[src/rtl/uart_pkg.sv]
// -----------------------------------------------------------------------------
// uart_pkg
// Shared definitions for the UART transmit arbiter slice.
//   arb_state_t                : arbiter FSM encoding (IDLE / SEND / WAIT)
//   UART_ARB_TIMEOUT_CLKS_DEF  : default stall limit in clocks, only used when
//                                UART_ARB_TIMEOUT_EN is defined
// -----------------------------------------------------------------------------
package uart_pkg;

    typedef enum logic [1:0] {
        ST_IDLE = 2'd0,
        ST_SEND = 2'd1,
        ST_WAIT = 2'd2
    } arb_state_t;

    localparam int UART_ARB_TIMEOUT_CLKS_DEF = 1024;

endpackage

[src/rtl/uart_rr_pick.sv]
// -----------------------------------------------------------------------------
// uart_rr_pick
// Combinational round-robin picker: returns the first set request bit found
// searching upward from ptr_i+1, wrapping past NUM_REQ-1 back to 0.
// Ports:
//   req_i      in  NUM_REQ  request vector
//   ptr_i      in  IW       index of the most recent owner
//   win_o      out NUM_REQ  one-hot winner (all-zero when no request)
//   win_idx_o  out IW       index of the winner (0 when no request)
// -----------------------------------------------------------------------------
module uart_rr_pick #(
    parameter int NUM_REQ = 4,
    parameter int IW      = $clog2(NUM_REQ)
) (
    input  logic [NUM_REQ-1:0] req_i,
    input  logic [IW-1:0]      ptr_i,
    output logic [NUM_REQ-1:0] win_o,
    output logic [IW-1:0]      win_idx_o
);

    always_comb begin : p_pick
        logic [IW:0]   w_sum;
        logic [IW-1:0] w_pos;
        w_sum     = '0;
        w_pos     = '0;
        win_o     = '0;
        win_idx_o = '0;
        // Scan from the farthest candidate toward the nearest so the nearest
        // set bit after ptr_i is the last one written and therefore wins.
        for (int k = NUM_REQ; k >= 1; k--) begin
            w_sum = {1'b0, ptr_i} + (IW+1)'(k);
            if (w_sum >= (IW+1)'(NUM_REQ)) begin
                w_sum = w_sum - (IW+1)'(NUM_REQ);
            end
            w_pos = w_sum[IW-1:0];
            if (req_i[w_pos]) begin
                win_o        = '0;
                win_o[w_pos] = 1'b1;
                win_idx_o    = w_pos;
            end
        end
    end

endmodule

[src/rtl/uart_tx_arb.sv]
// -----------------------------------------------------------------------------
// uart_tx_arb
// Packet-granular round-robin arbiter sharing one UART TX serializer between
// NUM_REQ byte-stream requesters. An owner keeps the transmitter from its first
// byte until its 'last' byte has been reported done by the serializer.
// Optional feature macro: UART_ARB_TIMEOUT_EN -- revokes the grant of an owner
// that stalls (valid low in SEND) for TIMEOUT_CLKS clocks.
// Ports:
//   clk, resetn              clock, synchronous active-low reset
//   req_valid_i/req_last_i   per-requester byte valid / end-of-packet flag
//   req_data_i               byte of requester i at [8i+7:8i]
//   req_ready_o              byte accepted when valid & ready
//   grant_o                  one-hot owner, zero when free
//   tx_start_o / tx_d_o      start pulse and byte to the serializer
//   tx_busy_i / tx_done_i    serializer shifting / byte-finished pulse
//   timeout_o                pulse when a grant is revoked by timeout
// -----------------------------------------------------------------------------
module uart_tx_arb
    import uart_pkg::*;
#(
    parameter int NUM_REQ      = 4,
    parameter int TIMEOUT_CLKS = UART_ARB_TIMEOUT_CLKS_DEF
) (
    input  logic                 clk,
    input  logic                 resetn,
    input  logic [NUM_REQ-1:0]   req_valid_i,
    input  logic [8*NUM_REQ-1:0] req_data_i,
    input  logic [NUM_REQ-1:0]   req_last_i,
    output logic [NUM_REQ-1:0]   req_ready_o,
    output logic [NUM_REQ-1:0]   grant_o,
    output logic                 tx_start_o,
    output logic [7:0]           tx_d_o,
    input  logic                 tx_busy_i,
    input  logic                 tx_done_i,
    output logic                 timeout_o
);

    localparam int IW = $clog2(NUM_REQ);

    arb_state_t         r_state, w_state_next;
    logic [NUM_REQ-1:0] r_grant, w_grant_next;
    logic [IW-1:0]      r_gidx, w_gidx_next;
    logic [IW-1:0]      r_ptr, w_ptr_next;
    logic [7:0]         r_tx_d, w_tx_d_next;
    logic               r_tx_start, w_tx_start_next;
    logic               r_last, w_last_next;

    logic [7:0]         w_byte [NUM_REQ];
    logic [NUM_REQ-1:0] w_win;
    logic [IW-1:0]      w_win_idx;
    logic               w_sel_valid;
    logic               w_hs;
    logic               w_to_fire;

    genvar gi;
    generate
        for (gi = 0; gi < NUM_REQ; gi++) begin : g_slice
            assign w_byte[gi] = req_data_i[8*gi +: 8];
        end
    endgenerate

    uart_rr_pick #(
        .NUM_REQ (NUM_REQ),
        .IW      (IW)
    ) u_pick (
        .req_i     (req_valid_i),
        .ptr_i     (r_ptr),
        .win_o     (w_win),
        .win_idx_o (w_win_idx)
    );

    assign w_sel_valid = req_valid_i[r_gidx];
    assign w_hs        = (r_state == ST_SEND) && w_sel_valid && !tx_busy_i;
    assign req_ready_o = ((r_state == ST_SEND) && !tx_busy_i) ? r_grant : '0;

`ifdef UART_ARB_TIMEOUT_EN
    localparam int CW = (TIMEOUT_CLKS > 1) ? $clog2(TIMEOUT_CLKS) : 1;

    logic [CW-1:0] r_cnt;
    logic          r_timeout;

    assign w_to_fire = (r_state == ST_SEND) && !w_sel_valid &&
                       (r_cnt == CW'(TIMEOUT_CLKS - 1));

    // Stall counter: only advances while the owner withholds data in SEND.
    always_ff @(posedge clk) begin
        if (!resetn) begin
            r_cnt     <= '0;
            r_timeout <= 1'b0;
        end else begin
            r_timeout <= w_to_fire;
            if ((r_state != ST_SEND) || w_hs || w_to_fire) begin
                r_cnt <= '0;
            end else if (!w_sel_valid) begin
                r_cnt <= r_cnt + 1'b1;
            end
        end
    end

    assign timeout_o = r_timeout;
`else
    assign w_to_fire = 1'b0;
    assign timeout_o = 1'b0;
`endif

    always_comb begin
        w_state_next    = r_state;
        w_grant_next    = r_grant;
        w_gidx_next     = r_gidx;
        w_ptr_next      = r_ptr;
        w_tx_d_next     = r_tx_d;
        w_last_next     = r_last;
        w_tx_start_next = 1'b0;
        case (r_state)
            ST_IDLE: begin
                if (|req_valid_i) begin
                    w_grant_next = w_win;
                    w_gidx_next  = w_win_idx;
                    w_state_next = ST_SEND;
                end
            end
            ST_SEND: begin
                if (w_to_fire) begin
                    // Stalled owner goes to the back of the rotation.
                    w_ptr_next   = r_gidx;
                    w_grant_next = '0;
                    w_state_next = ST_IDLE;
                end else if (w_hs) begin
                    w_tx_d_next     = w_byte[r_gidx];
                    w_last_next     = req_last_i[r_gidx];
                    w_tx_start_next = 1'b1;
                    w_state_next    = ST_WAIT;
                end
            end
            ST_WAIT: begin
                if (tx_done_i) begin
                    if (r_last) begin
                        w_ptr_next   = r_gidx;
                        w_grant_next = '0;
                        w_state_next = ST_IDLE;
                    end else begin
                        w_state_next = ST_SEND;
                    end
                end
            end
            default: begin
                w_grant_next = '0;
                w_state_next = ST_IDLE;
            end
        endcase
    end

    always_ff @(posedge clk) begin
        if (!resetn) begin
            r_state    <= ST_IDLE;
            r_grant    <= '0;
            r_gidx     <= '0;
            r_ptr      <= IW'(NUM_REQ - 1);
            r_tx_d     <= 8'h00;
            r_tx_start <= 1'b0;
            r_last     <= 1'b0;
        end else begin
            r_state    <= w_state_next;
            r_grant    <= w_grant_next;
            r_gidx     <= w_gidx_next;
            r_ptr      <= w_ptr_next;
            r_tx_d     <= w_tx_d_next;
            r_tx_start <= w_tx_start_next;
            r_last     <= w_last_next;
        end
    end

    assign grant_o    = r_grant;
    assign tx_start_o = r_tx_start;
    assign tx_d_o     = r_tx_d;

endmodule
[config.mk]
export PLATFORM = sky130hd
export DESIGN_NAME = uart_tx_arb
export DESIGN_NICKNAME = d
export VERILOG_FILES = /design/src/rtl/uart_pkg.sv /design/src/rtl/uart_rr_pick.sv /design/src/rtl/uart_tx_arb.sv
export SDC_FILE = /design/constraint.sdc
export NUM_CORES = 1
export LEC_CHECK = 0
export CORE_AREA = 5 5 80 60
export CTS_BUF_LIST = sky130_fd_sc_hd__clkbuf_8
export DETAILED_ROUTE_END_ITERATION = 10
export DIE_AREA = 0 0 85 65
export GPL_TIMING_DRIVEN = 0
export HOLD_SLACK_MARGIN = 0.15
export PLACE_DENSITY = 0.86
export SLEW_MARGIN = 15
export SYNTH_ARGS = -nofsm -noshare
export SYNTH_HDL_FRONTEND = slang
export SYNTH_SLANG_ARGS = --single-unit
export TNS_END_PERCENT = 10
[constraint.sdc]
create_clock -name clk -period 2.1 [get_ports clk]
set_clock_uncertainty 0.2 [all_clocks]
set_input_delay 0.42 -clock clk [delete_from_list [all_inputs] [get_ports clk]]
set_output_delay 0.42 -clock clk [all_outputs]
set_load 0.1 [all_outputs]
==> results of run 1 <==
[worst max-delay path, stage by stage (launching register included)]
cell and delay [ns]:
dfxtp_4 0.37, buf_6 0.10, clkinvlp_4 0.11, ha_4 0.29
buf_6 0.12, mux2_4 0.32, o31ai_4 0.37, a211oi_1 0.14
o2bb2ai_1 0.14
[per-stage QoR]
| stage | power (mW) | TNS, ns | area [µm²] |
|---|---|---|---|
| floorplan | 0.707 | -0.618 | 1590 |
| global placement | 0.842 | -9.70 | 2250 |
| detailed placement | 0.849 | -10.25 | 2250 |
| CTS | 1.14 | -1.05 | 2340 |
| global route | 1.19 | -0.971 | 2430 |
| finish | 1.14 | -0.438 | 2430 |
[cell type report]
cell class | instances | area [µm²]
buffer | 11 | 114
clock buffer | 4 | 55.1
fill | 361 | 1620
inverter | 3 | 28.8
multi-input combinational | 124 | 1090
sequential | 20 | 409
tap | 55 | 68.8
timing repair buffer | 69 | 662
[final timing paths]
check	from	end	cells after the start
hold reg to reg	grant_o[0]$_SDFFE_PN0P_	grant_o[0]$_SDFFE_PN0P_	1
setup / recovery	r_ptr[1]$_SDFFE_PN1P_	grant_o[1]$_SDFFE_PN0P_	8
setup reg to reg	r_ptr[1]$_SDFFE_PN1P_	grant_o[1]$_SDFFE_PN0P_	8
hold / removal	grant_o[0]$_SDFFE_PN0P_	grant_o[0]$_SDFFE_PN0P_	1
[logic make-up after synthesis]
group	Yosys count	synth area share, %
buf+inv	15	8.86
compound gates	38	15.7
mux	27	27.2
flops	20	25.6
other cells	1	0.239
fa+ha+maj	7	5.59
simple gates	51	16.9
[synthesized netlist by cell type (all sizes together), types with 4 or more instances]
cell / n
ha: 7
o21ai: 16
o2bb2ai: 4
a211oi: 4
a21oi: 7
nor2: 15
nand2b: 4
mux4: 12
and2: 4
dfxtp: 20
buf: 11
nand2: 18
mux2i: 13
[where the power goes]
| part | leakage, nW | switching, mW | total (mW) | internal, mW |
|---|---|---|---|---|
| clock | 0.0288 | 0.130 | 0.297 | 0.167 |
| combinational | 0.826 | 0.234 | 0.428 | 0.195 |
| sequential | 0.163 | 0.0182 | 0.416 | 0.398 |
[timing repair]
action	in CTS	in global routing
gates resized for setup	56	26
buffers inserted	1	8
pin swaps	3	7
cloned	0	1
setup endpoints to repair	30	29
endpoints found under the hold margin	0	0
hold buffers	0	0
[routing by layer]
layer / vias to the layer above / wire length (µm) / share of wire, % / track usage (%)
met4: 0 / 25 / 0.60 / 1.78
met3: 6 / 325 / 7.9 / 4.96
met5: - / 0 / 0 / 0
met1: 700 / 1790 / 43 / 18.0
li1: 726 / - / - / -
met2: 53 / 1990 / 48 / 25.1
[flip-flops by register name, indices dropped and copies added, names as in the netlist]
signal	flops
grant_o	4
r_gidx	2
r_last	1
r_ptr	2
r_state	2
tx_d_o	8
tx_start_o	1
==> results.cfg, run 1 <==
[layout]
mostFrequentLayoutCell = clkdlybuf4s50_1
diodes = 0
stdcell_count = 286
nNetsFinal = 283
final_cell_mix = clkdlybuf4s50_1 (38), dfxtp_1 (17), nand2_1 (16)
area_growth_pct = 55.3
final_util_pct = 60.0
drive_above_1_share_pct = 29.9

[cts]
clkTransAtPathRegs_ns = 0.07
cts_tree = yes
cts_buffers = 3
clock-sinks = 20
ctsRootBufferMaster = clkbuf_8
clk_path_buf_depth = 2
clkLatencyLatePin_ns = 0.26
ctsHtreeMaxLevel = 1

[sta]
fin_crit_ns = 2.22
clock.fmax_mhz = 450
setup_ws_ns = -0.123
slew_viol_final = 0
finalSetupViolations = 5
rsz0062_at_grt = yes
whs_ns = 0.272
hold_violations = 0
period_share_pct = 106
relSlewSlack_pct = 36.2
worst_pin_slew_ns = 0.961

[pwr]
leakage_nw = 1.02
cellPowerDensity_nw_per_um2 = 469
irDropWorstVdd_mv = 0.269

[logic_synthesis]
yosysTopAreaCell = dfxtp_1
syn_avg_cell_area_um2 = 9.85
yosysUniqueCellTypes = 42
async_reset_ff_share_pct = 0
synth_area_um2 = 1570
syn-num-nets = 210
synthTopCellsByArea = dfxtp_1 (26%), mux4_2 (17%), mux2i_1 (8.3%)
synth_ff_type = dfxtp_1
netlist_instances = 159
ys_warn_count = 0
ys_ff_latch = 20
synth_top_area_share_pct = 25.6
synth_edf_count = 0
ys_seq_area_share_pct = 25.6

[die]
start_util_pct = 38.6
die_y_um = 65
core_region_area_um2 = 4050
dieArea_um2 = 5530
design.portCount = 62
rows = 20
die_x_um = 85

[critical_path]
crit_required_ns = 2.10
crit_arrival_ns = 2.22
critPathKind = reg -> reg
worst_setup_path_end_kind = register
rrSetupSlack_ns = -0.12
start_kind = register
cp_max_fo = 5

[global_routing]
grt.total_usage_pct = 14.5
grt_pass1_wl_um = 6480
grt_pass1_vias = 1443
grt_overflow_total = 0
antenna_found_initial = 0
grt_max_degree = 12

[place]
hpwl_um = 3090
pre_cts_ws_ns = -1.30
port_buffers = 59
dp_cells = 273
globalplace.congestion = 0.812

[status]
violations = setup timing
status = finished, violations left

[routing]
totalWireLength_um = 4140
dr.pass1.iters = 4
ant_nets = 0
via_count = 1485
wl_per_cell_um = 14.5
drc = 0
via_per_inst = 5.19
drt_iter0_markers = 90

[run]
cap_violations = 0

[hold_path]
hp-class = reg -> reg
No activity file was read; power rests on OpenSTA's default activity.
==> run 2: changes to the inputs <==
PLACE_DENSITY = 0.77   (was 0.86)
==> results.cfg, run 2 (same netlist as run 1, synthesis figures left out) <==
[die]
core_region_area_um2 = 4050
dieArea_um2 = 5530
start_util_pct = 38.6
die_x_um = 85
design.portCount = 62
rows = 20
die_y_um = 65

[layout]
final_cell_mix = clkdlybuf4s50_1 (40), buf_4 (16), nand2_1 (16), dfxtp_1 (16), nor2_1 (15)
area_growth_pct = 56.5
diodes = 0
multi_input_area_um2 = 1110
finish.instance_area_um2 = 2450
drive_above_1_share_pct = 33.8
stdcell_count = 289
mostFrequentLayoutCell = clkdlybuf4s50_1
regArea_um2 = 410
nNetsFinal = 286
nFillCells = 345
largest_reg_flops = 8

[sta]
setup_ws_ns = -0.0476
whs_ns = 0.264
rsz0062_at_grt = yes
fin_crit_ns = 2.15
worst_pin_slew_ns = 0.961
finalSetupViolations = 5
slew_viol_final = 0
relSlewSlack_pct = 36.2
clock.fmax_mhz = 466
hold_violations = 0
period_share_pct = 102

[routing]
dr.pass1.iters = 4
drc = 0
ant_nets = 0
via_count = 1499
wl_per_cell_um = 14.4
drt_iter0_markers = 51
via_per_inst = 5.19
totalWireLength_um = 4160

[hold_path]
hp-class = reg -> reg
min_path_cells = 1
holdPathEnd = grant_o[0]$_SDFFE_PN0P_
min_from = grant_o[0]$_SDFFE_PN0P_

[cts]
clkTransAtPathRegs_ns = 0.08
ctsHoldBuffers = 0
ctsRootBufferMaster = clkbuf_8
clk_path_buf_depth = 2
cts_buffers = 3
cts_tree = yes
clkLatencyLatePin_ns = 0.26
clock-sinks = 20
ctsHtreeMaxLevel = 1

[critical_path]
critical_path.slowest_cell = o31ai_4
crit_required_ns = 2.09
critPathBufInv = 2
timing.rr.end = grant_o[3]$_SDFFE_PN0P_
critPathLaunch = r_ptr[1]$_SDFFE_PN1P_
path_delay_family = compound AO/OA/AOI/OAI gates
start_kind = register
rrSetupSlack_ns = -0.05
path_cells = clkinvlp_4 > ha_4 > buf_6 > mux2_4 > o31ai_4 > a211oi_2 > o2bb2ai_1
worst_setup_path_end_kind = register
cp_max_fo = 5
reg2regPathDepth = 7
critPathKind = reg -> reg
slowest_delay_ns = 0.39
crit_arrival_ns = 2.14
reg2reg_from = r_ptr[1]$_SDFFE_PN1P_

[global_routing]
grt_overflow_total = 0
grt_pass1_wl_um = 6240
grt_pass1_vias = 1307
antenna_found_initial = 0
grt_max_degree = 13
grt.total_usage_pct = 13.9

[pwr]
cellPowerDensity_nw_per_um2 = 499
leakage_nw = 1.01
irDropWorstVdd_mv = 0.258

[place]
hpwl_um = 3000
dp_cells = 273
globalplace.congestion = 0.851
pre_cts_ws_ns = -1.32
placed_area_um2 = 2250
port_buffers = 59

[status]
status = finished, violations left
violations = setup timing

[run]
cap_violations = 0
-- run 2: cell types whose count changed in the layout (fill, tap and decap cells not counted), moves of 2 or more --
cell / change
a211oi_1: -2
a211oi_2: +2
buf_4: +5
buf_6: -2
clkbuf_2: +3
clkdlybuf4s15_1: -3
clkdlybuf4s50_1: +2
dlymetal6s2s_1: -2
-- run 2: report_power, final --
group / internal (mW) / switching (mW) / total, mW
Sequential: 0.399 / 0.0176 / 0.416
Clock: 0.254 / 0.124 / 0.379
Combinational: 0.193 / 0.235 / 0.429
-- run 2: worst max-delay path by stage --
stage	to	slack (ns)	cells after the start
2_1_floorplan	req_ready_o[1]	-0.09	1
3_3_place_gp	req_ready_o[3]	-1.31	4
3_5_place_dp	req_ready_o[2]	-1.32	4
4_1_cts	grant_o[0]$_SDFFE_PN0P_	-0.23	8
5_1_grt	grant_o[3]$_SDFFE_PN0P_	-0.10	7
6_report	grant_o[3]$_SDFFE_PN0P_	-0.05	7
-- run 2: cell type report --
| type | count | area share [%] |
|---|---|---|
| clock inverters | 1 | 1.22 |
| plain buffers | 10 | 4.03 |
| multi-input cells | 124 | 45.2 |
| repair buffers | 73 | 27.4 |
| clock buffers | 3 | 1.68 |
| inverters | 3 | 0.918 |
| well taps | 55 | 2.81 |
| flip-flops and latches | 20 | 16.7 |
-- run 2: per-stage QoR --
stage          setup TNS, ns  power [mW]  utilization (%)
2_1_floorplan         -0.618       0.707                -
3_3_place_gp           -9.85       0.845             55.4
3_5_place_dp          -10.42       0.849             55.4
4_1_cts                -1.06        1.23             57.9
5_1_grt               -0.495        1.28             60.5
6_report              -0.147        1.22             60.5
-- run 2: timing repair --
item	4_1_cts	5_1_grt
buffers inserted	1	12
cloned	0	1
resized for setup	54	33
hold endpoints to repair	0	0
endpoints found under the setup margin	30	28
pin swaps	3	10
-- run 2: per-layer routing --
metal / share of wire (%) / vias to the layer above / GRT usage (%)
met1: 42 / 709 / 18.2
met2: 49 / 51 / 23.2
met3: 7.7 / 5 / 4.19
li1: - / 734 / -
met4: 0.67 / 0 / 1.78
met5: 0 / - / 0
